$ cat src/rtl/uart_frame_loader.sv
// uart_frame_loader: decodes SYNC/CMD/payload/CHK byte frames into memory writes and CPU hold/run control.
module uart_frame_loader #(
  parameter int         WORD_BYTES     = 2,
  parameter int         ADDR_W         = 16,
  parameter logic [7:0] SYNC_BYTE      = 8'hA5,
  parameter int         TIMEOUT_CYCLES = 1_000_000,
  parameter bit         HOLD_AT_RESET  = 1'b1
) (
  input  logic                    clk,
  input  logic                    reset_n,
  input  logic [7:0]              in_data,
  input  logic                    in_valid,
  output logic                    wr_en,
  output logic [ADDR_W-1:0]       wr_addr,
  output logic [8*WORD_BYTES-1:0] wr_data,
  output logic                    cpu_hold,
  output logic                    run_pulse,
  output logic                    frame_done,
  output logic                    frame_error,
  output logic                    busy
);
  localparam int DW = 8*WORD_BYTES;
  localparam int BW = WORD_BYTES > 1 ? $clog2(WORD_BYTES) : 1;
  localparam int TW = $clog2(TIMEOUT_CYCLES);
  typedef enum logic [2:0] {S_IDLE, S_CMD, S_ALO, S_AHI, S_LEN, S_PAY, S_CHK} state_t;
  state_t            state_q, state_d;
  logic [7:0]        sum_q, sum_d, lo_q, lo_d, words_q, words_d;
  logic [ADDR_W-1:0] addr_q, addr_d, wr_addr_q, wr_addr_d;
  logic [BW-1:0]     byte_q, byte_d;
  logic [DW-1:0]     buf_q, buf_d, wr_data_q, wr_data_d, buf_sh;
  logic [TW-1:0]     tmo_q, tmo_d;
  logic              is_run_q, is_run_d, wr_en_q, wr_en_d, hold_q, hold_d;
  logic              run_pulse_q, run_pulse_d, done_q, done_d, err_q, err_d, busy_q, busy_d;
  logic [7:0]        chk_sum;
  logic              last_byte, good, timeout;
  assign chk_sum   = sum_q + in_data;
  assign good      = chk_sum == 8'd0;
  assign last_byte = byte_q == BW'(WORD_BYTES-1);
  // first byte ends up in the low lane once WORD_BYTES bytes have been shifted in
  assign buf_sh    = (buf_q >> 8) | (DW'(in_data) << (DW-8));
  assign timeout   = state_q != S_IDLE && !in_valid && (tmo_q + 1'b1) == TW'(TIMEOUT_CYCLES-1);
  always_ff @(posedge clk or negedge reset_n) begin
    if (!reset_n) begin
      state_q     <= S_IDLE;
      sum_q       <= '0;
      lo_q        <= '0;
      words_q     <= '0;
      addr_q      <= '0;
      byte_q      <= '0;
      buf_q       <= '0;
      tmo_q       <= '0;
      is_run_q    <= 1'b0;
      wr_en_q     <= 1'b0;
      wr_addr_q   <= '0;
      wr_data_q   <= '0;
      hold_q      <= HOLD_AT_RESET;
      run_pulse_q <= 1'b0;
      done_q      <= 1'b0;
      err_q       <= 1'b0;
      busy_q      <= 1'b0;
    end else begin
      state_q     <= state_d;
      sum_q       <= sum_d;
      lo_q        <= lo_d;
      words_q     <= words_d;
      addr_q      <= addr_d;
      byte_q      <= byte_d;
      buf_q       <= buf_d;
      tmo_q       <= tmo_d;
      is_run_q    <= is_run_d;
      wr_en_q     <= wr_en_d;
      wr_addr_q   <= wr_addr_d;
      wr_data_q   <= wr_data_d;
      hold_q      <= hold_d;
      run_pulse_q <= run_pulse_d;
      done_q      <= done_d;
      err_q       <= err_d;
      busy_q      <= busy_d;
    end
  end
  always_comb begin
    state_d = state_q;
    if (timeout) state_d = S_IDLE;
    else if (in_valid)
      case (state_q)
        S_IDLE:  state_d = in_data == SYNC_BYTE ? S_CMD : S_IDLE;
        S_CMD:   state_d = in_data == 8'h01 ? S_ALO : in_data == 8'h02 ? S_CHK : S_IDLE;
        S_ALO:   state_d = S_AHI;
        S_AHI:   state_d = S_LEN;
        S_LEN:   state_d = S_PAY;
        S_PAY:   state_d = last_byte && words_q == 8'd0 ? S_CHK : S_PAY;
        default: state_d = S_IDLE;
      endcase
  end
  always_comb begin
    sum_d       = sum_q;
    lo_d        = lo_q;
    words_d     = words_q;
    addr_d      = addr_q;
    byte_d      = byte_q;
    buf_d       = buf_q;
    tmo_d       = (state_q == S_IDLE || in_valid || timeout) ? '0 : tmo_q + 1'b1;
    is_run_d    = is_run_q;
    wr_en_d     = 1'b0;
    wr_addr_d   = wr_addr_q;
    wr_data_d   = wr_data_q;
    hold_d      = hold_q;
    run_pulse_d = 1'b0;
    done_d      = 1'b0;
    err_d       = timeout;
    busy_d      = state_d != S_IDLE;
    if (in_valid) begin
      sum_d = state_q == S_IDLE ? 8'd0 : chk_sum;
      case (state_q)
        S_CMD: begin
          is_run_d = in_data == 8'h02;
          hold_d   = in_data == 8'h01 ? 1'b1 : hold_q;
          err_d    = in_data != 8'h01 && in_data != 8'h02;
        end
        S_ALO: lo_d = in_data;
        S_AHI: addr_d = ADDR_W'({in_data, lo_q});
        S_LEN: begin
          words_d = in_data;
          byte_d  = '0;
        end
        S_PAY: begin
          buf_d     = buf_sh;
          byte_d    = last_byte ? '0 : byte_q + 1'b1;
          wr_en_d   = last_byte;
          wr_addr_d = last_byte ? addr_q : wr_addr_q;
          wr_data_d = last_byte ? buf_sh : wr_data_q;
          addr_d    = last_byte ? addr_q + 1'b1 : addr_q;
          words_d   = last_byte ? words_q - 8'd1 : words_q;
        end
        S_CHK: begin
          done_d      = good;
          err_d       = !good;
          run_pulse_d = good && is_run_q;
          hold_d      = good && is_run_q ? 1'b0 : hold_q;
        end
        default: ;
      endcase
    end
  end
  assign wr_en       = wr_en_q;
  assign wr_addr     = wr_addr_q;
  assign wr_data     = wr_data_q;
  assign cpu_hold    = hold_q;
  assign run_pulse   = run_pulse_q;
  assign frame_done  = done_q;
  assign frame_error = err_q;
  assign busy        = busy_q;
endmodule

$ cat config.mk
export PLATFORM = sky130hd
export DESIGN_NAME = uart_frame_loader
export DESIGN_NICKNAME = d
export VERILOG_FILES = /design/src/rtl/uart_frame_loader.sv
export SDC_FILE = /design/constraint.sdc
export NUM_CORES = 1
export LEC_CHECK = 0
export ABC_AREA = 1
export CORE_MARGIN = 2
export CORE_UTILIZATION = 45
export DETAILED_ROUTE_END_ITERATION = 6
export GPL_TIMING_DRIVEN = 0
export REMOVE_ABC_BUFFERS = 1
export SLEW_MARGIN = 20
export SYNTH_ARGS = -nofsm -noshare
export SYNTH_HDL_FRONTEND = slang
export SYNTH_SLANG_ARGS = --single-unit
$ cat constraint.sdc
create_clock -name clk -period 2.5 [get_ports clk]
set_input_delay 0.5 -clock clk [delete_from_list [all_inputs] [get_ports clk]]
set_output_delay 0.5 -clock clk [all_outputs]
set_load 0.1 [all_outputs]
# Word level (Yosys, flattened, before mapping)
# Index checks and enable logic that the tools add are counted.
# op_classes
n_addsub	5
n_eq_ne	15
mux	26
n_bitwise	1
reduce_logical	25
# ops
operator	n
16-bit one-hot mux with 2 select lines	1
20-bit by 1-bit adder with 20-bit output, second input constant	1
20-bit equality test, second input constant	1
20-bit two-way mux	1
3-bit one-hot mux with 6 select lines	1
16-bit by 1-bit adder with 16-bit output, second input constant	1
8-bit logical NOT	2
16-bit two-way mux	1
8-bit two-way mux	2
8-bit by 16-bit bitwise OR with 16-bit output	1
8-bit one-hot mux with 2 select lines	1
3-bit two-way mux	4
1-bit two-way mux	11
3-bit equality test, second input constant	3
3-bit AND reduction	3
8-bit adder	1
8-bit by 1-bit equality test with 1-bit output, second input constant	1
8-bit by 2-bit equality test with 1-bit output, second input constant	1
8-bit equality test, second input constant	1
8-bit by 1-bit inequality test with 1-bit output, second input constant	1
8-bit by 2-bit inequality test with 1-bit output, second input constant	1
2-bit AND reduction	4
8-bit by 1-bit subtractor with 8-bit output, second input constant	1
3-bit by 2-bit equality test with 1-bit output, second input constant	2
12 further kinds	25
# word_totals
reg_bits	119
in_bits	11
output_inout_bits	38
word_cells	89

# Longest topological paths before layout
# Gate-level depths: netlist (run 1).
# depth
word_depth	7
mapped_depth	14
mapped_depth_nobuf	13

# Worst setup path after synthesis (run 1)
# No wires, ideal clock.
# synth_path
kind	in2reg
start	in in_data[0]
end	reg err_q, in the netlist frame_error
setup_ns	0.130
arrival_time_ns	1.807
t_required_ns	2.370
path_slack_ns	0.564
path_stages	11
path_buffers	0
cell_sequence	ha_1 > fa_1 > nand3_1 > nand2_1 > nand2_1 > nand2_1 > xor2_1 > nor2_1 > nand2_1 > nand2_1 > nand3_1
# synth_between
elab_chain_cells	5
word_cells_on_any_way	8
classes_between	1 x add/sub; 2 x eq/ne; 2 x mux; 3 x reduce/logical
# synth_lines
element	line	source
from (decl)	11	input logic [7:0] in_data,
8-bit adder	36	assign chk_sum = sum_q + in_data;
8-bit logical NOT	37	assign good = chk_sum == 8'd0;
1-bit logical NOT	137	err_d = !good;
1-bit one-hot mux with 2 select lines *	114	case (state_q)
1-bit two-way mux *	112	if (in_valid) begin
via err_d	33	logic run_pulse_q, run_pulse_d, done_q, done_d, err_q, err_d, busy_q, busy_d;
to (signal assigned)	77	err_q <= err_d;
to (decl)	33	
# Mark *: on every way through the listed nets, which the timed path passes. The rest lies on a longest branch.
# A chain may end at the register's enable or synchronous reset.

# Worst setup path in the final report (run 1)
# layout_path
start	reg wr_data_q[0], in the netlist wr_data[0]
end	out wr_data[0]
# layout_lines
element	line	source
from (decl)	30	logic [DW-1:0] buf_q, buf_d, wr_data_q, wr_data_d, buf_sh;
from (signal assigned)	73	wr_data_q <= wr_data_d;
to (decl)	15	output logic [8*WORD_BYTES-1:0] wr_data,
# No word-level cell between the ends.

==> reports/qor.yml, run 1 <==
detailed_routing:
  vias: 4785
  first_pass_iters: 5
  drt-initial-drc-count: 315
  final_antenna_net_count: 0
  drc_errors: 0
  finalWirelength_mm: 13.26
  routedWlPerCell_um: 14.04
  via_per_inst: 5.063
yosys:
  avgSynthCellArea_sq_um: 7.853
  ys_seq_elements: 111
  synth_seq_area_share_pct: 48.94
  synth_cell_types: 37
  synthCells: 723
  syn-cell-area_sq_um: 5678
  yosysWarnings: 0
critical_path:
  cp_num_buf_inv: 1
  slowest_stage: "clkdlybuf4s50_1"
  worst-path-stages: 1
  ff2ff_setup_slack_ns: 0.17
  critPathRequiredTime_ns: 2.00
  crit_chain: "clkdlybuf4s50_1"
  critPathTopFamily: "buffers and inverters"
  crit_type: "flop to output pin"
  r2r-start: "state_q[1]$_DFF_PN0_"
  critPathCapture: "wr_data[0]"
  path_max_fanout: 2
  rr_worst_depth: 11
  worstSetupEndpointType: "output pin"
  cpPeakStageDelay_ns: 1.14
  arrival_ns: 1.86
  rr_endpoint: "addr_q[2]$_DFFE_PN0P_"
  start_kind: "flop"
  critPathLaunch: "wr_data[0]$_DFFE_PN0P_"
sta:
  fmax_mhz: 423.2
  fin_ws_ns: 0.1369
  finalCritPeriodShare_pct: 94.52
  worst_slew_pin_slew_ns: 0.9761
  finClkSkew_ns: 0.005613
  final-setup-viol-count: 0
  min_period_ns: 2.363
  rsz0062_at_grt: "false"
  finalHoldViolCount: 0
  slew_viol_final: 0
  relSlewSlack_pct: 34.72
  timing.setup.tns_ns: 0
  hold_slack_ns: 0.07569
global_route:
  overflow: 0
  antenna_found_initial: 0
  grt_pass1_wl_mm: 22.18
  first_global_vias: 4480
  grt_max_degree: 65
  grt_util_all_layers_pct: 21.30
die:
  dieWidth_um: 116.3
  boundaryPins: 49
  rows: 41
  start_util_pct: 45.55
  die_h_um: 116.3
  die_area_sq_um: 13530
  core_sq_um: 12470
cells_and_area:
  final_cell_mix: "nand2_1 (180), dfrtp_1 (110), o21ai_0 (85)"
  final_common_cell: "nand2_1"
  fin_nets: 792
  drive_gt1_share_pct: 5.692
  area_delta_synth_final_pct: 17.36
  diodes: 0
power_and_ir_drop:
  switching_share_pct: 50.68
  ir_worst_vdd_v: 0.0008003
  power_switching_w: 0.004452
  power_frac_comb_pct: 51.7
  power.clock.fraction_pct: 16.2
  p_leak_nw: 3.059
  seqPwrFrac_pct: 32.1
  p_int_w: 0.004333
  p_per_area_nw_per_um2: 1318
clock_tree:
  clk-insertion-delay-late_ns: 0.36
  clk_pin_slew_ns: 0.07
  clockBufferDepth: 2
  cts_tree: "yes"
  numCtsBuffers: 9
  cts_hold_buf: 0
  ctsHtreeMaxLevel: 3
  clkSinkCount: 111
  cts-root-buf: "clkbuf_16"
placement:
  routabilityCongestion: 0.9129
  port_buffers: 48
  hpwl_mm: 9.218
  pre_cts_slack_ns: -0.9540
run_status:
  status: "complete, no violations"
hold_path:
  hp-class: "primary input to async pin"
run:
  maxCapViolations: 0
-- cell usage after synthesis --
library cell | number | area (sq um)
a21oi_2 | 1 | 8.760
a21boi_0 | 1 | 7.510
o21ai_1 | 1 | 5.000
a21oi_1 | 26 | 130.1
o31ai_1 | 1 | 7.510
nor2_2 | 2 | 12.51
ha_1 | 12 | 150.1
nor2_8 | 1 | 20.02
clkbuf_1 | 15 | 56.30
buf_2 | 1 | 5.000
nand2_4 | 1 | 11.26
nor4_1 | 4 | 25.02
nand3b_1 | 2 | 15.01
inv_2 | 5 | 18.77
a31oi_1 | 11 | 68.82
a22oi_1 | 5 | 37.54
fa_1 | 1 | 20.02
inv_1 | 84 | 315.3
a22o_1 | 1 | 8.760
dfstp_2 | 1 | 26.28
o21ai_0 | 85 | 425.4
nand2_2 | 3 | 18.77
xnor2_1 | 7 | 61.31
nand4_1 | 10 | 62.56
or2_2 | 2 | 12.51
buf_6 | 1 | 11.26
nand3_1 | 39 | 195.2
o21bai_1 | 3 | 22.52
and2_1 | 1 | 6.260
dfrtp_1 | 110 | 2753
buf_4 | 2 | 15.01
nor2_1 | 82 | 307.8
nor3_1 | 10 | 50.05
xor2_1 | 9 | 78.83
nand2_1 | 180 | 675.7
nand3_2 | 1 | 10.01
nor2_4 | 2 | 22.52
-- how the worst min path moves through the flow --
stage,from,end,slack (ns),cells after the start
6_report,reset_n,tmo_q[4]$_DFF_PN0_,0.08,1
3_5_place_dp,wr_addr[15]$_DFFE_PN0P_,wr_addr[15]$_DFFE_PN0P_,0.46,2
2_1_floorplan,reset_n,addr_q[0]$_DFFE_PN0P_,0.20,0
4_1_cts,reset_n,tmo_q[1]$_DFF_PN0_,0.08,1
3_3_place_gp,wr_addr[15]$_DFFE_PN0P_,wr_addr[15]$_DFFE_PN0P_,0.46,2
5_1_grt,reset_n,tmo_q[4]$_DFF_PN0_,0.11,1
-- registers in the layout, indices dropped and copies added, names as in the netlist, 3 cells and up --
signal	cells
tmo_q	20
addr_q	16
sum_q	8
lo_q	8
wr_addr	16
buf_q	8
wr_data	16
words_q	8
state_q	3
-- timing repair --
item | CTS | global route
pin swaps | 2 | 1
setup buffers | 3 | 0
endpoints found under the setup margin | 58 | 33
gates resized for setup | 7 | 7
cloned | 1 | 0
-- layout make-up --
class | instances | area (sq um)
Multi-Input combinational cell | 505 | 2494
Clock inverter | 4 | 28.78
Fill cell | 1223 | 5802
Sequential cell | 111 | 2779
Inverter | 89 | 350.3
Tap cell | 172 | 215.2
Clock buffer | 12 | 266.5
Timing Repair Buffer | 52 | 530.5
-- layer usage --
layer  up-vias  global-route usage (%)  part of all wire (%)
li1       2431                       -                     -
met1      2231                   29.28                    48
met2       100                   33.76                    46
met3        23                   4.152                   4.0
met4         0                   7.778                   2.2
met5         -                       0                     0
-- power by group through the flow --
stage	logic, W	registers [W]	clock network, W
after CTS	0.00456	0.00282	0.00147
after floorplan	0.00160	0.00463	0
after detailed placement	0.00449	0.00285	0
after global routing	0.00494	0.00290	0.00152
after global placement	0.00442	0.00283	0
final	0.00454	0.00282	0.00143
-- per-stage QoR --
step	utilization [%]	total power (W)	cell area [sq um]	instances
floorplan	-	0.006226	5590	704
global placement	50.43	0.007246	6286	924
detailed placement	50.66	0.007342	6315	925
CTS	53.34	0.008842	6649	945
global route	53.46	0.009363	6664	945
finish	53.46	0.008786	6664	945
-- cells by family after synthesis --
kind of cell	count (synthesis)	share of synthesized area, %
fa+ha+maj	13	2.997
simple gates	340	25.45
buf+inv	108	7.426
compound gates	135	12.71
xor+xnor	16	2.468
flops	111	48.94
Power figures use the tool's default switching activity.
==> inputs of run 2 (changes only) <==
Settings changed: CAP_MARGIN set to 0.
==> results of run 2 <==
Final layout, timing and power as in run 1 (identical DEF).
==> inputs of run 3 (changes only) <==
Settings changed: CORE_MARGIN 2 to unset.
==> run 3 against run 2 <==
  * Count of clock-buffer cells in the layout stayed put
  * Die area decreased by 3.4%
  * Highest routed layer unchanged
  * Global-route usage grew 0.74 points
  * Critical path depth unchanged
  * Critical path type unchanged
  * Non-clock buffer count is the same
  * Power grew 0.16%
  * Cell count fell by 0.42%
  * Largest cell class unchanged
  * Sequential share of layout area shrank 0.063 points
==> reports/qor.yml, run 3 (same netlist as run 1, synthesis figures left out) <==
power_and_ir_drop:
  power.clock.fraction_pct: 16.6
  ir_worst_vdd_v: 0.0008429
  seqPwrFrac_pct: 32.0
  power_switching_w: 0.004419
  power_frac_comb_pct: 51.4
  p_per_area_nw_per_um2: 1318
  p_int_w: 0.004381
  switching_share_pct: 50.22
  p_leak_nw: 3.083
die:
  die_h_um: 114.3
  start_util_pct: 46.69
  core_sq_um: 12160
  dieWidth_um: 114.3
  boundaryPins: 49
  die_area_sq_um: 13070
  rows: 40
critical_path:
  arrival_ns: 1.89
  crit_chain: "clkdlybuf4s50_1"
  crit_type: "flop to output pin"
  slowest_stage: "clkdlybuf4s50_1"
  rr_worst_depth: 11
  path_max_fanout: 2
  cp_num_buf_inv: 1
  ff2ff_setup_slack_ns: 0.18
  cpPeakStageDelay_ns: 1.15
  r2r-start: "state_q[1]$_DFF_PN0_"
  critPathRequiredTime_ns: 2.00
  start_kind: "flop"
  critPathTopFamily: "buffers and inverters"
  rr_endpoint: "addr_q[2]$_DFFE_PN0P_"
  worstSetupEndpointType: "output pin"
cells_and_area:
  multi_input_area_sq_um: 2496
  final_common_cell: "nand2_1"
  instances_no_fill: 941
  diodes: 0
  largest_reg_flops: 20
  fill_cells: 1163
  finalInstanceArea_sq_um: 6674
  drive_gt1_share_pct: 5.433
  top_register: "tmo_q"
  area_delta_synth_final_pct: 17.54
  fin_nets: 792
  final_cell_mix: "nand2_1 (180), dfrtp_1 (110), o21ai_0 (85)"
  register_area_sq_um: 2779
run:
  maxCapViolations: 0
clock_tree:
  clk-insertion-delay-late_ns: 0.35
  cts-root-buf: "clkbuf_16"
  clkSinkCount: 111
  numCtsBuffers: 9
  clk_pin_slew_ns: 0.08
  clockBufferDepth: 2
  cts_tree: "yes"
  cts_hold_buf: 0
  ctsHtreeMaxLevel: 3
global_route:
  grt_max_degree: 65
  grt_pass1_wl_mm: 22.32
  grt_util_all_layers_pct: 22.04
  overflow: 0
  antenna_found_initial: 0
  first_global_vias: 4594
detailed_routing:
  final_antenna_net_count: 0
  routedWlPerCell_um: 14.00
  finalWirelength_mm: 13.17
  via_per_inst: 5.071
  drt-initial-drc-count: 336
  first_pass_iters: 5
  vias: 4772
  drc_errors: 0
sta:
  relSlewSlack_pct: 35.05
  rsz0062_at_grt: "false"
  worst_slew_pin_slew_ns: 0.9712
  final-setup-viol-count: 0
  finalHoldViolCount: 0
  fmax_mhz: 417.7
  finalCritPeriodShare_pct: 95.76
  finClkSkew_ns: 0.01262
  slew_viol_final: 0
  min_period_ns: 2.394
placement:
  dp.cells: 921
  port_buffers: 48
  hpwl_mm: 9.243
  routabilityCongestion: 0.8404
  placed_cell_area_sq_um: 6310
run_status:
  status: "complete, no violations"
hold_path:
  hp-class: "primary input to async pin"
==> run 3: cell types whose count changed in the layout (fill, tap and decap cells not counted) <==
| cell | delta |
|---|---|
| inv_4 | -1 |
| nor3_2 | +1 |
| clkdlybuf4s50_1 | -3 |
| clkinv_2 | -1 |
| nor2_1 | +1 |
| inv_8 | -1 |
| nor3_1 | -1 |
| nor2_2 | -1 |
| clkbuf_1 | +2 |
| clkbuf_8 | -2 |
| inv_6 | +2 |
| dlymetal6s2s_1 | +3 |
| bufinv_16 | +1 |
==> run 3: how the worst max path moves through the flow <==
| stage | startpoint | to | slack [ns] | depth (start not counted) |
|---|---|---|---|---|
| global placement | reset_n | words_q[2]$_DFFE_PN0P_ | -3.44 | 1 |
| detailed placement | in_valid | words_q[5]$_DFFE_PN0P_ | -0.94 | 8 |
| CTS | state_q[1]$_DFF_PN0_ | words_q[5]$_DFFE_PN0P_ | -0.06 | 11 |
| finish | wr_data[13]$_DFFE_PN0P_ | wr_data[13] | 0.11 | 1 |
| floorplan | state_q[1]$_DFF_PN0_ | words_q[5]$_DFFE_PN0P_ | -0.03 | 11 |
| global route | state_q[1]$_DFF_PN0_ | addr_q[7]$_DFFE_PN0P_ | 0.004 | 11 |
==> run 3: final cells by class <==
cell class	instances	share of cell area (%)
clock inverters	4	0.8061
clock buffers	12	3.693
multi-input cells	505	37.40
well taps	168	3.150
inverters	89	5.249
repair buffers	52	8.061
flip-flops and latches	111	41.64
==> run 3: stage by stage <==
stage               hold WS [ns]  setup slack [ns]  setup TNS [ns]  util [%]  power [W]
global placement          0.4621            -3.438         -409.48     51.65   0.007246
finish                   0.08647            0.1061               0     54.88   0.008799
global route              0.1243          0.003817               0     54.88   0.009404
floorplan                 0.2044          -0.02641        -0.02641         -   0.006226
detailed placement        0.4678           -0.9351          -31.45     51.88   0.007318
CTS                       0.1049          -0.06322        -0.06322     54.61   0.008857
==> run 3: layer usage <==
layer  global-route usage, %  wire length [um]
met1                   31.15              6542
met2                   34.99              5973
met3                   4.606               522
met4                   4.848               133
met5                       0                 0
==> run 3: power by group through the flow <==
stage / Clock [W] / Sequential (W) / Combinational (W)
after global placement: 0 / 0.00283 / 0.00442
after CTS: 0.00151 / 0.00282 / 0.00452
after detailed placement: 0 / 0.00285 / 0.00447
after floorplan: 0 / 0.00463 / 0.00160
final: 0.00146 / 0.00282 / 0.00452
after global routing: 0.00157 / 0.00290 / 0.00493
==> run 3: repair_timing <==
action | in CTS | in global routing
gates cloned | 1 | 0
setup endpoints to repair | 59 | 26
buffers inserted | 2 | 1
gates resized for setup | 7 | 10
pin swaps | 1 | 2
==> run 3: worst reg2reg max path, delay by kind of cell, from the launching register on <==
kind,cells,cell delay (ns)
buf+inv,4,0.71
compound gates,3,0.65
simple gates,4,0.45
flops,1,0.38
